`src/rtl/data_ram_arb_pkg.sv`:
```
// -----------------------------------------------------------------------------
// data_ram_arb_pkg
// Shared definitions for the data_ram arbiter: FSM state encoding and the
// indices of the two requesting ports.
// -----------------------------------------------------------------------------
package data_ram_arb_pkg;

   typedef enum logic [1:0] {
      IDLE   = 2'd0,
      ACCESS = 2'd1,
      RESP   = 2'd2
   } arb_state_t;

   localparam int PORT_CPU = 0;
   localparam int PORT_DMA = 1;

   // One-hot port mask for a port index.
   function automatic logic [1:0] port_mask(input logic port);
      return port ? 2'b10 : 2'b01;
   endfunction

endpackage

```
`src/rtl/rr_arbiter_2.sv`:
```
// -----------------------------------------------------------------------------
// rr_arbiter_2
// Two-way arbiter. A lone requester always wins. On a conflict the port that
// did not win last time gets the grant (round-robin), unless the build defines
// RAM_ARB_FIXED_PRIO_EN, in which case port 0 always wins conflicts.
// Ports:
//   req[1:0]     in   request per port
//   last_winner  in   index of the most recently granted port
//   winner[1:0]  out  one-hot winner, 2'b00 when nobody requests
// Configuration macro: RAM_ARB_FIXED_PRIO_EN
// -----------------------------------------------------------------------------
module rr_arbiter_2
   import data_ram_arb_pkg::*;
(
   input  logic [1:0] req,
   input  logic       last_winner,
   output logic [1:0] winner
);

`ifdef RAM_ARB_FIXED_PRIO_EN
   // Priority is fixed, so the history input has no effect.
   logic unused_last_winner;
   assign unused_last_winner = last_winner;
`endif

   always_comb begin
      winner = 2'b00;
      case (req)
         2'b01: winner = 2'b01;
         2'b10: winner = 2'b10;
         2'b11: begin
`ifdef RAM_ARB_FIXED_PRIO_EN
            winner = port_mask(1'(PORT_CPU));
`else
            winner = (last_winner == 1'(PORT_CPU)) ? port_mask(1'(PORT_DMA))
                                                   : port_mask(1'(PORT_CPU));
`endif
         end
         default: winner = 2'b00;
      endcase
   end

endmodule

```
`src/rtl/data_ram_arbiter.sv`:
```
// -----------------------------------------------------------------------------
// data_ram_arbiter
// Shares the single-port data_ram between the CPU (port 0) and DMA (port 1).
// The winning command is latched into registers that drive the RAM pins
// directly; read data comes straight from the RAM's registered-address output
// one cycle after the access.
// Ports:
//   clk, rst              clock (rising edge), asynchronous active-high reset
//   req[1:0], req_we[1:0] per-port request / write enable, held until gnt
//   req_addr0/1           per-port address
//   req_wdata0/1          per-port write data
//   gnt[1:0]              one-cycle pulse: command accepted
//   done[1:0]             one-cycle pulse: access complete
//   rvalid[1:0]           one cycle: rdata valid for that port (reads)
//   rdata                 read data (mirrors ram_dout at all times)
//   ram_addr/ram_din/ram_we  to data_ram
//   ram_dout              from data_ram
// Configuration macro: RAM_ARB_FIXED_PRIO_EN (forwarded to rr_arbiter_2).
// -----------------------------------------------------------------------------
module data_ram_arbiter
   import data_ram_arb_pkg::*;
#(
   parameter int DWIDTH     = 16,
   parameter int ADDR_WIDTH = 17
) (
   input  logic                  clk,
   input  logic                  rst,
   input  logic [1:0]            req,
   input  logic [1:0]            req_we,
   input  logic [ADDR_WIDTH-1:0] req_addr0,
   input  logic [ADDR_WIDTH-1:0] req_addr1,
   input  logic [DWIDTH-1:0]     req_wdata0,
   input  logic [DWIDTH-1:0]     req_wdata1,
   output logic [1:0]            gnt,
   output logic [1:0]            done,
   output logic [1:0]            rvalid,
   output logic [DWIDTH-1:0]     rdata,
   output logic [ADDR_WIDTH-1:0] ram_addr,
   output logic [DWIDTH-1:0]     ram_din,
   output logic                  ram_we,
   input  logic [DWIDTH-1:0]     ram_dout
);

   arb_state_t            state_q, state_d;
   logic                  last_winner_q, last_winner_d;
   logic                  port_q, port_d;
   logic                  cmd_we_q, cmd_we_d;
   logic [1:0]            gnt_q, gnt_d;
   logic [1:0]            done_q, done_d;
   logic [1:0]            rvalid_q, rvalid_d;
   logic [ADDR_WIDTH-1:0] ram_addr_q, ram_addr_d;
   logic [DWIDTH-1:0]     ram_din_q, ram_din_d;
   logic                  ram_we_q, ram_we_d;
   logic [1:0]            winner;

   rr_arbiter_2 u_arb (
      .req         (req),
      .last_winner (last_winner_q),
      .winner      (winner)
   );

   always_comb begin
      state_d       = state_q;
      last_winner_d = last_winner_q;
      port_d        = port_q;
      cmd_we_d      = cmd_we_q;
      gnt_d         = 2'b00;
      done_d        = 2'b00;
      rvalid_d      = 2'b00;
      ram_we_d      = 1'b0;
      // Address/data hold between accesses so the RAM's address register
      // keeps pointing at the last location.
      ram_addr_d    = ram_addr_q;
      ram_din_d     = ram_din_q;

      case (state_q)
         IDLE: begin
            if (winner != 2'b00) begin
               port_d        = winner[1];
               cmd_we_d      = req_we[winner[1]];
               ram_addr_d    = winner[1] ? req_addr1 : req_addr0;
               ram_din_d     = winner[1] ? req_wdata1 : req_wdata0;
               ram_we_d      = req_we[winner[1]];
               gnt_d         = winner;
               last_winner_d = winner[1];
               state_d       = ACCESS;
            end
         end
         ACCESS: begin
            // Write completes at the end of ACCESS; a read needs one more
            // cycle for the RAM output to reflect the captured address.
            done_d = port_mask(port_q);
            if (cmd_we_q) begin
               state_d = IDLE;
            end else begin
               rvalid_d = port_mask(port_q);
               state_d  = RESP;
            end
         end
         RESP:    state_d = IDLE;
         default: state_d = IDLE;
      endcase
   end

   always_ff @(posedge clk or posedge rst) begin
      if (rst) begin
         state_q       <= IDLE;
         last_winner_q <= 1'(PORT_DMA);
         port_q        <= 1'b0;
         cmd_we_q      <= 1'b0;
         gnt_q         <= 2'b00;
         done_q        <= 2'b00;
         rvalid_q      <= 2'b00;
         ram_addr_q    <= '0;
         ram_din_q     <= '0;
         ram_we_q      <= 1'b0;
      end else begin
         state_q       <= state_d;
         last_winner_q <= last_winner_d;
         port_q        <= port_d;
         cmd_we_q      <= cmd_we_d;
         gnt_q         <= gnt_d;
         done_q        <= done_d;
         rvalid_q      <= rvalid_d;
         ram_addr_q    <= ram_addr_d;
         ram_din_q     <= ram_din_d;
         ram_we_q      <= ram_we_d;
      end
   end

   assign gnt      = gnt_q;
   assign done     = done_q;
   assign rvalid   = rvalid_q;
   assign ram_addr = ram_addr_q;
   assign ram_din  = ram_din_q;
   assign ram_we   = ram_we_q;
   assign rdata    = ram_dout;

endmodule

```
`config.mk`:
```
export PLATFORM = sky130hd
export DESIGN_NAME = data_ram_arbiter
export DESIGN_NICKNAME = d
export VERILOG_FILES = /design/src/rtl/data_ram_arb_pkg.sv /design/src/rtl/rr_arbiter_2.sv /design/src/rtl/data_ram_arbiter.sv
export SDC_FILE = /design/constraint.sdc
export NUM_CORES = 1
export LEC_CHECK = 0
export CAP_MARGIN = 30
export CORE_MARGIN = 2
export CORE_UTILIZATION = 35
export DETAILED_ROUTE_END_ITERATION = 10
export GPL_TIMING_DRIVEN = 0
export HOLD_SLACK_MARGIN = 0.05
export PLACE_DENSITY = 0.76
export SLEW_MARGIN = 20
export SYNTH_ARGS = -nofsm -noshare
export SYNTH_HDL_FRONTEND = slang
export SYNTH_SLANG_ARGS = --single-unit
export TNS_END_PERCENT = 20
```
`constraint.sdc`:
```
create_clock -name clk -period 2.3 [get_ports clk]
set_input_delay 0.23 -clock clk [delete_from_list [all_inputs] [get_ports clk]]
set_output_delay 0.23 -clock clk [all_outputs]
set_load 0.02 [all_outputs]
```
Word-level counts from Yosys, hierarchy flattened

Cells that the tools add are included.

Word-level logic and storage cells: 36
RAM bits: 0
Bits in latches: 0
ROM bits: 0
Flip-flop bits (word level): 45
Input bits: 88
Output and inout port bits: 56
Memories: 0

$add $sub $neg: 0
Reductions and logical operators: 3
Multiplexer cells: 17
Bitwise gates (word level): 0
Div/mod/pow operators: 0
Shifts and indexed selects: 0
Equality and inequality tests: 5
$lt $le $gt $ge: 1
Multipliers: 0

Operator list:

| operator                                             | number |
|---|---|
| 2-to-1 mux 2 bit                                     | 9 |
| 2-to-1 mux 17 bit                                    | 1 |
| 2-to-1 mux 16 bit                                    | 1 |
| case mux 2 bit (3 select lines)                      | 1 |
| equality test 2 x 1 -> 1 bit (second input constant) | 2 |
| equality test 2 bit (second input constant)          | 2 |
| 2-to-1 mux 1 bit                                     | 4 |
| case mux 2 bit (2 select lines)                      | 1 |
| logical NOT 2 bit                                    | 1 |
| < comparator 1 x 2 -> 1 bit (second input constant)  | 1 |
| inequality test 2 bit (second input constant)        | 1 |
| AND reduction 2 bit                                  | 1 |
| nonzero test 2 bit                                   | 1 |

Logic depth before layout (Yosys ltp)

Depth in word-level cells: 6
Depth in mapped cells: 5

Hierarchy

Synthesis repeated with hierarchy kept, for this count alone.

Cell total of the unflattened synthesis: 157
Area, all modules: 2185.8 um^2

By module, submodules not included:

| module           | seq. area each (um^2) | area each (um^2) | times used | cells an instance |
|---|---|---|---|---|
| data_ram_arbiter | 1127.3                | 2167.1           | 1          | 154 |
| rr_arbiter_2     | 0.0                   | 18.8             | 1          | 3 |

Least setup slack after synthesis

OpenSTA, ideal clock, no wires.

Kind: register to register
Start: register last_winner_q
End: register ram_addr_q[11] (netlist: ram_addr[11])
Arrival time: 1.453 ns
Setup time: 0.125 ns
Slack: 0.722 ns
Path buffers: 2
Cell stages (with the launch flop): 6
Cells stage by stage: dfstp_2 a21bo_1 buf_6 buf_8 mux2_4 mux2_4

Longest elaborated chain between the ends: 4
Elaborated cells between the ends (all ways): 5
Classes of those cells: 3 x mux; 2 x reduce/logical

RTL lines:

| what                                | line                    | source |
|---|---|---|
| start, declared                     | data_ram_arbiter.sv:45  | `logic last_winner_q, last_winner_d;` |
| start signal, assigned              | data_ram_arbiter.sv:108 | `last_winner_q <= 1'(PORT_DMA);` |
| start signal, assigned              | data_ram_arbiter.sv:119 | `last_winner_q <= last_winner_d;` |
| 2-to-1 mux 2 bit (*)                | rr_arbiter_2.sv:35      | `winner = (last_winner == 1'(PORT_CPU)) ? port_mask(1'(PORT_DMA))` |
| case mux 2 bit (3 select lines) (*) | rr_arbiter_2.sv:28      | `case (req)` |
| nonzero test 2 bit                  | data_ram_arbiter.sv:78  | `if (winner != 2'b00) begin` |
| AND reduction 2 bit (no line)       | --                      |  |
| end signal, assigned                | data_ram_arbiter.sv:125 | `ram_addr_q <= ram_addr_d;` |
| end, declared                       | data_ram_arbiter.sv:51  | `logic [ADDR_WIDTH-1:0] ram_addr_q, ram_addr_d;` |

Every way passes the cells marked *; elsewhere a longest branch is shown, timed or not.
A chain may end at the register's enable or synchronous reset.

Worst setup path in the final report

Start: register state_q[1]
End: register ram_addr_q[7] (netlist: ram_addr[7])

Longest elaborated chain between the ends: 2

RTL lines:

| what                          | line                    | source |
|---|---|---|
| start, declared               | data_ram_arbiter.sv:44  | `arb_state_t state_q, state_d;` |
| start signal, assigned        | data_ram_arbiter.sv:118 | `state_q <= state_d;` |
| logical NOT 2 bit             | data_ram_arbiter.sv:76  | `case (state_q)` |
| AND reduction 2 bit (no line) | --                      |  |

No other way between the ends.

==> results.yml <==
run_status:
  status: "finished clean"
floorplan:
  coreArea_um2: 6719
  io_pins: 144
  start_util: 0.3588
  rows: 30
  die_h_um: 87
  die_area_um2: 7569
  die_w_um: 87
cells_and_area:
  fin_util: 0.5799
  nets: 379
  nFillCells: 554
  multi_input_area_um2: 1069
  register_area_um2: 1127
  area_growth_pct: 61.60
  num_antenna_cells: 0
  drive_gt1_frac: 0.3459
synth:
  synth_area_leaders: "dfrtp_1 46%, mux2_4 35%, buf_4 5.9%"
  synth_edf_count: 0
  synth_common_cells: "56 x mux2_4, 44 x dfrtp_1, 19 x buf_4"
  syn_area_um2: 2411
  yosys_register_bits: 45
  avgSynthCellArea_um2: 15.46
  ys_seq_area_frac: 0.4676
  synth_top_area_share: 0.4567
  synth-async-reset-ratio: 1.000
  synth_flop_cell: "dfrtp_1"
  synthCells: 156
  synthMostInstantiatedCell: "mux2_4"
  synth_cell_type_count: 20
  yosysWarnings: 0
  syn_nets: 244
  yosys.area.top_type: "dfrtp_1"
pwr:
  p_leak_nw: 1.778
  swShare: 0.3478
  combPwrFrac: 0.578
  p_int_mw: 2.926
  power.switching_mw: 1.560
  power_density_nw_per_um2: 1151
  peakVddDrop_v: 0.0005643
  clkPwrFrac: 0.112
  seq_power_share: 0.310
cts:
  path_clk_slew_ns: 0.09
  insertion_delay_ns: 0.29
  clockBufferDepth: 2
  cts_sinks: 45
  ctsResizeCount: 0
  cts_htree_levels: 2
  cts-root-buf: "clkbuf_8"
  post-cts-setup-buffers: 0
  tritoncts: "built"
  cts_buffers: 5
  ctsHoldBuffers: 0
timing:
  finalHoldViolCount: 0
  min_period_ns: 1.716
  rsz0062_at_grt: "false"
  post-route-period-util: 0.7461
  worst_pin_slew_ns: 0.4298
  slew_violations: 0
  setup_viol: 0
  clock_skew_ns: 0.009056
  slew_headroom: 0.7131
  tns_ns: 0
  timing.fmax_mhz: 582.7
critical_path:
  critPathRequiredTime_ns: 2.48
  critPathCaptureType: "flip-flop"
  worstPathArrival_ns: 1.89
  crit_path_max_fanout: 10
  path_class: "flip-flop to flip-flop"
  r2r_cells: 5
  cp-start-kind: "flip-flop"
flow_run:
  cap_viol_max_count: 0
route:
  drt_wl_total_mm: 5.305
  vias: 1675
  firstDrtPassIters: 3
  wl_per_cell_um: 14.26
  avgViaCountPerCell: 4.503
  postRouteAntennaNets: 0
  remaining_drc_errors: 0
  drtIter0Drc: 17
global_routing:
  grt_start_max_net_pins: 28
  grt_usage: 0.1403
  grt_pass1_vias: 1768
  grt_use_met2: 0.2450
  top_usage_layer: "met2"
  grt_pass1_wl_mm: 8.397
  antenna_found_initial: 0
  grt_overflow: 0
  grtUsageMet1: 0.1687
  grt.met3_usage: 0.05118
placement:
  io_buffers: 127
  hpwl_mm: 4.124
  routabilityCongestion: 0.6835
worst_hold_path:
  hp-class: "input pin to asynchronous set/reset pin"
[critical path, cell delays in order, from the launching register on]
cell     delay, ns
dfrtp_1       0.40
nor2_1        0.21
o21a_1        0.16
buf_2         0.23
buf_4         0.27
mux2_4        0.32
[path summary, 6_finish.rpt]
check | from | to | slack (ns)
max in group asynchronous | rst | ram_din[4] | 1.58
worst min-delay path | rst | ram_addr[1] | 0.26
worst min register to register | port_q | done[0] | 0.46
worst max-delay path | state_q[1] | ram_addr[7] | 0.58
worst max register to register | state_q[1] | ram_addr[7] | 0.58
min in group clk | port_q | done[0] | 0.46
[power groups by stage]
stage          Combinational [mW]  Sequential [mW]  Clock [mW]
4_1_cts                      2.64             1.40       0.517
5_1_grt                      2.74             1.44       0.560
3_3_place_gp                 2.59             1.39           0
2_1_floorplan                1.16             1.82           0
6_report                     2.59             1.39       0.501
3_5_place_dp                 2.62             1.41           0
[routing by layer]
metal / vias up / share of wire / wire [um]
met5: - / 0 / 0
met4: 0 / 0.0047 / 25
li1: 793 / - / -
met3: 4 / 0.088 / 469
met2: 81 / 0.51 / 2697
met1: 797 / 0.40 / 2113
[layout by cell type, fill, tap and decap left out, drive strengths merged]
master         instances
a22o                   1
o21bai                 1
a21bo                  1
clkinvlp               1
mux2                  66
o21a                   1
buf                   25
nor2b                  2
dfrtp                 44
mux2i                  2
inv                    4
nor2                   4
and3b                  1
nand2                  1
clkinv                 1
nand2b                 1
clkbuf                 5
nor3                   3
dfstp                  1
clkdlybuf4s50        127
[per-stage QoR]
step | hold slack (ns) | cells | instance area [um^2] | power (mW) | setup WS [ns]
after CTS | 0.2640 | 372 | 3896 | 4.553 | 0.5497
after global placement | 0.4472 | 363 | 3782 | 3.982 | 0.08310
after floorplan | 0.4231 | 156 | 2411 | 2.980 | 0.7216
after global routing | 0.3031 | 372 | 3896 | 4.740 | 0.4649
final | 0.2566 | 372 | 3896 | 4.486 | 0.5839
after detailed placement | 0.4477 | 364 | 3802 | 4.032 | 0.3553
[kinds of logic after synthesis]
group           synth area share
mux                       0.4037
flops                     0.4676
buf+inv                  0.08926
simple gates             0.02542
compound gates           0.01401
[final cells by class]
cell class / instances / area share
buffer: 24 / 0.05234
timing repair buffer: 128 / 0.3314
clock buffer: 5 / 0.01766
clock inverter: 3 / 0.006423
tap: 80 / 0.02569
inverter: 3 / 0.002890
multi-input combinational: 84 / 0.2742
sequential: 45 / 0.2893
[registers in the layout, summed over array words and instances, names as in the netlist]
signal         count
ram_din           16
last_winner_q      1
done               2
ram_we             1
cmd_we_q           1
state_q            2
port_q             1
gnt                2
ram_addr          17
rvalid             2
Power figures use the tool's default switching activity.
